===== config.mk =====
export PLATFORM = sky130hd
export DESIGN_NAME = operand_fetch
export DESIGN_NICKNAME = d
export VERILOG_FILES = /design/src/rtl/cpu_pkg.sv /design/src/rtl/operand_fetch_snoop.sv /design/src/rtl/operand_fetch.sv
export SDC_FILE = /design/constraint.sdc
export NUM_CORES = 1
export LEC_CHECK = 0
export ABC_CLOCK_PERIOD_IN_PS = 2900
export BUFFER_PORTS_ARGS = -buffer_cell sky130_fd_sc_hd__buf_2
export CORE_MARGIN = 4
export CORE_UTILIZATION = 35
export DETAILED_ROUTE_END_ITERATION = 12
export GPL_ROUTABILITY_DRIVEN = 0
export GPL_TIMING_DRIVEN = 0
export RECOVER_POWER = 25
export SKIP_LAST_GASP = 1
export SLEW_MARGIN = 20
export SYNTH_ARGS = -nofsm -noshare
export SYNTH_HDL_FRONTEND = slang
export SYNTH_SLANG_ARGS = --single-unit

===== constraint.sdc =====
create_clock -name clk -period 2.9 [get_ports clk]
set_input_delay 0 -clock clk [delete_from_list [all_inputs] [get_ports clk]]
set_output_delay 0 -clock clk [all_outputs]
set_load 0.1 [all_outputs]

===== src/rtl/cpu_pkg.sv =====
// Shared widths, operand-entry record and fetch FSM encoding for the
// register-file read path.
package cpu_pkg;

    localparam int DATA_W   = 18;
    localparam int ADDR_W   = 4;
    localparam int NUM_REGS = 16;

    typedef struct packed {
        logic [ADDR_W-1:0] addr_1;
        logic [ADDR_W-1:0] addr_2;
        logic [DATA_W-1:0] val_1;
        logic [DATA_W-1:0] val_2;
    } operand_entry_t;

    typedef enum logic [1:0] {
        EMPTY = 2'd0,
        ONE   = 2'd1,
        FULL  = 2'd2
    } fetch_state_t;

    function automatic logic [DATA_W-1:0] reg_slice(
        input logic [NUM_REGS*DATA_W-1:0] bus,
        input logic [ADDR_W-1:0]          idx
    );
        return bus[idx*DATA_W +: DATA_W];
    endfunction

endpackage


===== src/rtl/operand_fetch_snoop.sv =====
// Applies the register-file write port to an operand entry: any operand whose
// address matches the write address takes the write data.
module operand_entry_snoop
    import cpu_pkg::*;
(
    input  operand_entry_t    entry_in,
    input  logic              reg_write,
    input  logic [ADDR_W-1:0] write_register,
    input  logic [DATA_W-1:0] write_data,
    output operand_entry_t    entry_out
);

    always_comb begin
        entry_out = entry_in;
        if (reg_write && (write_register == entry_in.addr_1)) begin
            entry_out.val_1 = write_data;
        end
        if (reg_write && (write_register == entry_in.addr_2)) begin
            entry_out.val_2 = write_data;
        end
    end

endmodule


===== src/rtl/operand_fetch.sv =====
// Register-file read side: captures operand pairs on a valid/ready handshake
// into a two-deep head/skid buffer whose entries track later writes.
//
// state | meaning
// EMPTY | no entry valid, outputs idle
// ONE   | head valid, skid free
// FULL  | head and skid valid, requests blocked
module operand_fetch
    import cpu_pkg::*;
(
    input  logic                       clk,
    input  logic                       rst_n,
    input  logic [NUM_REGS*DATA_W-1:0] reg_bus,
    input  logic                       reg_write,
    input  logic [ADDR_W-1:0]          write_register,
    input  logic [DATA_W-1:0]          write_data,
    input  logic                       req_valid,
    output logic                       req_ready,
    input  logic [ADDR_W-1:0]          read_register_1,
    input  logic [ADDR_W-1:0]          read_register_2,
    output logic                       out_valid,
    input  logic                       out_ready,
    output logic [DATA_W-1:0]          out_value_1,
    output logic [DATA_W-1:0]          out_value_2
);

    fetch_state_t   state_q, state_d;
    operand_entry_t head_q, head_d;
    operand_entry_t skid_q, skid_d;
    operand_entry_t new_raw, new_entry, head_snoop, skid_snoop;
    logic           accept, pop;

    assign new_raw.addr_1 = read_register_1;
    assign new_raw.addr_2 = read_register_2;
    assign new_raw.val_1  = reg_slice(reg_bus, read_register_1);
    assign new_raw.val_2  = reg_slice(reg_bus, read_register_2);

    // The same snoop logic gives the same-cycle bypass on capture.
    operand_entry_snoop u_snoop_new (
        .entry_in       (new_raw),
        .reg_write      (reg_write),
        .write_register (write_register),
        .write_data     (write_data),
        .entry_out      (new_entry)
    );

    operand_entry_snoop u_snoop_head (
        .entry_in       (head_q),
        .reg_write      (reg_write),
        .write_register (write_register),
        .write_data     (write_data),
        .entry_out      (head_snoop)
    );

    operand_entry_snoop u_snoop_skid (
        .entry_in       (skid_q),
        .reg_write      (reg_write),
        .write_register (write_register),
        .write_data     (write_data),
        .entry_out      (skid_snoop)
    );

    assign req_ready   = (state_q != FULL);
    assign out_valid   = (state_q != EMPTY);
    assign out_value_1 = head_q.val_1;
    assign out_value_2 = head_q.val_2;

    assign accept = req_valid & req_ready;
    assign pop    = out_valid & out_ready;

    always_comb begin
        state_d = state_q;
        head_d  = head_q;
        skid_d  = skid_q;
        unique case (state_q)
            EMPTY: begin
                if (accept) begin
                    state_d = ONE;
                    head_d  = new_entry;
                end
            end
            ONE: begin
                if (accept && !pop) begin
                    state_d = FULL;
                    head_d  = head_snoop;
                    skid_d  = new_entry;
                end else if (accept && pop) begin
                    head_d  = new_entry;
                end else if (pop) begin
                    // Popped head keeps its last value on the idle outputs.
                    state_d = EMPTY;
                end else begin
                    head_d  = head_snoop;
                end
            end
            FULL: begin
                if (pop) begin
                    state_d = ONE;
                    head_d  = skid_snoop;
                end else begin
                    head_d  = head_snoop;
                    skid_d  = skid_snoop;
                end
            end
            default: begin
                state_d = EMPTY;
            end
        endcase
    end

    always_ff @(posedge clk or negedge rst_n) begin
        if (!rst_n) begin
            state_q <= EMPTY;
            head_q  <= '0;
            skid_q  <= '0;
        end else begin
            state_q <= state_d;
            head_q  <= head_d;
            skid_q  <= skid_d;
        end
    end

endmodule


==> results.cfg <==
[drt]
drt.antenna.violating_nets = 0
met1_length_mm = 19.7
dr.pass1.iters = 7
vias_per_cell = 6.44
drtIter0Drc = 1210
wl_met2_mm = 24.9
highest_layer = met5
drt-total-wl_mm = 52.7
avgRoutedWirePerCell_um = 27.7
num_vias = 12200
drc = 0
wl_met3_mm = 5.33

[global_routing]
grt_use_total_pct = 29.2
grt_overflow = 0
grt_max_degree = 66
grt_pass1_vias = 12200
grt_antenna_before_repair = 14
grt_pass1_wl_mm = 76.5

[sta]
fin_crit_sh_pct = 94.6
rsz0062_at_grt = no
setup_ws_ns = 0.156
fin_crit_ns = 2.74
fmax_mhz = 364
finalSetupViolCount = 0
slew_violations = 27
worst_pin_slew_ns = 1.51
slew_headroom_pct = -0.999
fin_skew_ns = 0.0151
finalHoldViolations = 0

[clock_network]
postCtsSetupBuffers = 0
clock-root-buffer = clkbuf_16
htreeDepth = 3
clkTransAtPathRegs_ns = 0.07
clockBufferDepth = 2
cts_tree = built
clk_latency_ns = 0.36
clock-sinks = 90
numCtsBuffers = 9

[critical_path]
reg2reg_slack_ns = 0.16
cp.required_ns = 3.10
critPathLaunch = state_q[1]
worstPathArrival_ns = 2.94
worst_setup_path_end_kind = flop
reg2reg_depth = 8
reg2reg_from = state_q[1]
r2r-end = skid_q[25]
critPathKind = flop to flop
crit_fanout = 10
crit_path_start_kind = flop

[synthesis]
netlist_area_sq_um = 11100
ys_types = 63
syn_avg_cell_area_sq_um = 9.93
synthArstFlopShare_pct = 100
ys.flop_type = dfrtp_1
synth-seq-area-share_pct = 20.3
synth_area_leader_cell = mux4_2
yosysWarnings = 0
syn_nets = 1447
synthCells = 1119
synth-edff-count = 0
netlist.area_leader.share_pct = 29.4
netlist_top_cells_area = mux4_2 (29%), dfrtp_1 (20%), a221oi_1 (3.5%)
synth_seq_cells = 90

[floorplan]
core-area_sq_um = 31000
io_pins = 361
dieWidth_um = 186
start_util_pct = 35.9
rows = 64
fp.dieH_um = 186
dieArea_sq_um = 34700

[status]
status = finished with violations
violations = capacitance limit, slew limit

[min_path]
min_path_cells = 3
hold_start = write_data[5]
whs_endpoint = out_value_1[5]
hold_class = primary input to flop

[power_and_ir_drop]
power_density_nw_per_um2 = 842
power_uw = 11600
ir_drop_uv = 457
power.leakage_uw = 0.00574

[placement]
pre_cts_slack_ns = -0.116
io_buffers = 348
hpwl_mm = 44.2

[final_layout]
final_nets = 1813
drive_gt1_share_pct = 41.9
syn_to_final_growth_pct = 23.8

[job]
maxCapViolations = 1
[cell usage in the layout (no fill, tap or decap), drive strengths merged, types with 29 or more instances in the layout]
| cell type | n |
|---|---|
| a21oi | 52 |
| a221oi | 45 |
| a31oi | 36 |
| and3 | 29 |
| buf | 440 |
| clkbuf | 88 |
| dfrtp | 90 |
| mux2i | 35 |
| mux4 | 145 |
| nand2 | 62 |
| nand4 | 57 |
| nor2 | 56 |
| o211ai | 47 |
| o21ai | 52 |
[cell families (layout without fill, tap and decap cells)]
family | Yosys count | count (layout) | share of synthesized area (%)
compound gates | 342 | 342 | 21.4
xor+xnor | 24 | 24 | 1.89
fa+ha+maj | 5 | 5 | 0.563
buf+inv | 178 | 549 | 8.16
flops | 90 | 90 | 20.3
mux | 197 | 197 | 34.3
other cells | 0 | 14 | 0
simple gates | 283 | 283 | 13.5
[per-stage QoR]
stage / hold slack [ns] / area, sq um / cells / utilization [%] / setup TNS [ns]
finish: 0.00526 / 13800 / 1900 / 44.4 / 0
global route: 0.0277 / 13700 / 1897 / 44.4 / 0
CTS: 0.00265 / 13700 / 1886 / 44.3 / 0
detailed placement: -0.111 / 13400 / 1864 / 43.2 / -0.558
global placement: 0.352 / 13400 / 1863 / 43.1 / 0
floorplan: -0.296 / 11100 / 1119 / - / 0
[how the worst max path moves through the flow]
stage | slack [ns] | endpoint | cells after the start
after floorplan | 0.20 | out_value_2[7] | 8
after global placement | 0.03 | skid_q[2] | 9
after detailed placement | -0.12 | skid_q[2] | 9
after CTS | 0.03 | skid_q[2] | 9
after global routing | 0.001 | out_value_1[11] | 9
final | 0.16 | skid_q[25] | 8
[timing repair]
item                                    4_1_cts  5_1_grt
hold buffers                                  6        0
hold endpoints to repair                     95        0
gates cloned                                  0        0
endpoints found under the setup margin       21       64
gates resized for setup                       1       10
[sequential cells by signal, summed over array words and instances, names as in the netlist]
register     flops
out_value_1     18
head_q           8
out_value_2     18
skid_q          44
state_q          2
[worst max-delay path: stages, from the launching register on]
cell      delay, ns
dfrtp_1        0.43
inv_1          0.12
ha_1           0.26
nand2b_1       0.13
buf_1          0.30
o21ai_2        0.24
nor2_2         0.40
clkbuf_1       0.50
a221oi_1       0.20
[synth_stat cells, types with 6 or more instances]
| cell | n |
|---|---|
| nand3_1 | 18 |
| a221oi_1 | 45 |
| buf_1 | 14 |
| xnor2_1 | 21 |
| o2111ai_1 | 6 |
| a31oi_1 | 36 |
| o31ai_1 | 14 |
| a22o_1 | 8 |
| buf_4 | 51 |
| o21ai_0 | 48 |
| a22oi_1 | 24 |
| a221o_1 | 6 |
| clkbuf_1 | 69 |
| o211ai_1 | 47 |
| nand4_1 | 57 |
| and3_1 | 29 |
| a21oi_1 | 51 |
| dfrtp_1 | 90 |
| o211a_1 | 6 |
| buf_2 | 28 |
| o22ai_1 | 12 |
| a21boi_0 | 21 |
| mux4_2 | 145 |
| mux2_2 | 17 |
| or3_1 | 17 |
| nand3b_1 | 17 |
| nand2_1 | 61 |
| nor2_1 | 56 |
| inv_1 | 10 |
| mux2i_1 | 35 |
[cell type report]
cell class / count / area (sq um)
timing repair buffer: 355 / 1810
antenna: 14 / 35.0
clock inverter: 4 / 35.0
tap: 396 / 495
multi-input combinational: 851 / 7970
fill: 3098 / 17200
buffer: 167 / 871
sequential: 90 / 2250
clock buffer: 12 / 246
inverter: 11 / 41.3
[layer usage]
layer	GRT usage, %	vias up
met5	0	-
met4	14.0	6
met3	5.85	140
met2	47.0	820
met1	38.0	5987
li1	-	5290
[power breakdown]
part           switching (uW)  internal [uW]  total (uW)
registers                 596           1940        2540
clock network             562            615        1180
logic                    5270           2610        7870
No activity file was read; power rests on OpenSTA's default activity.
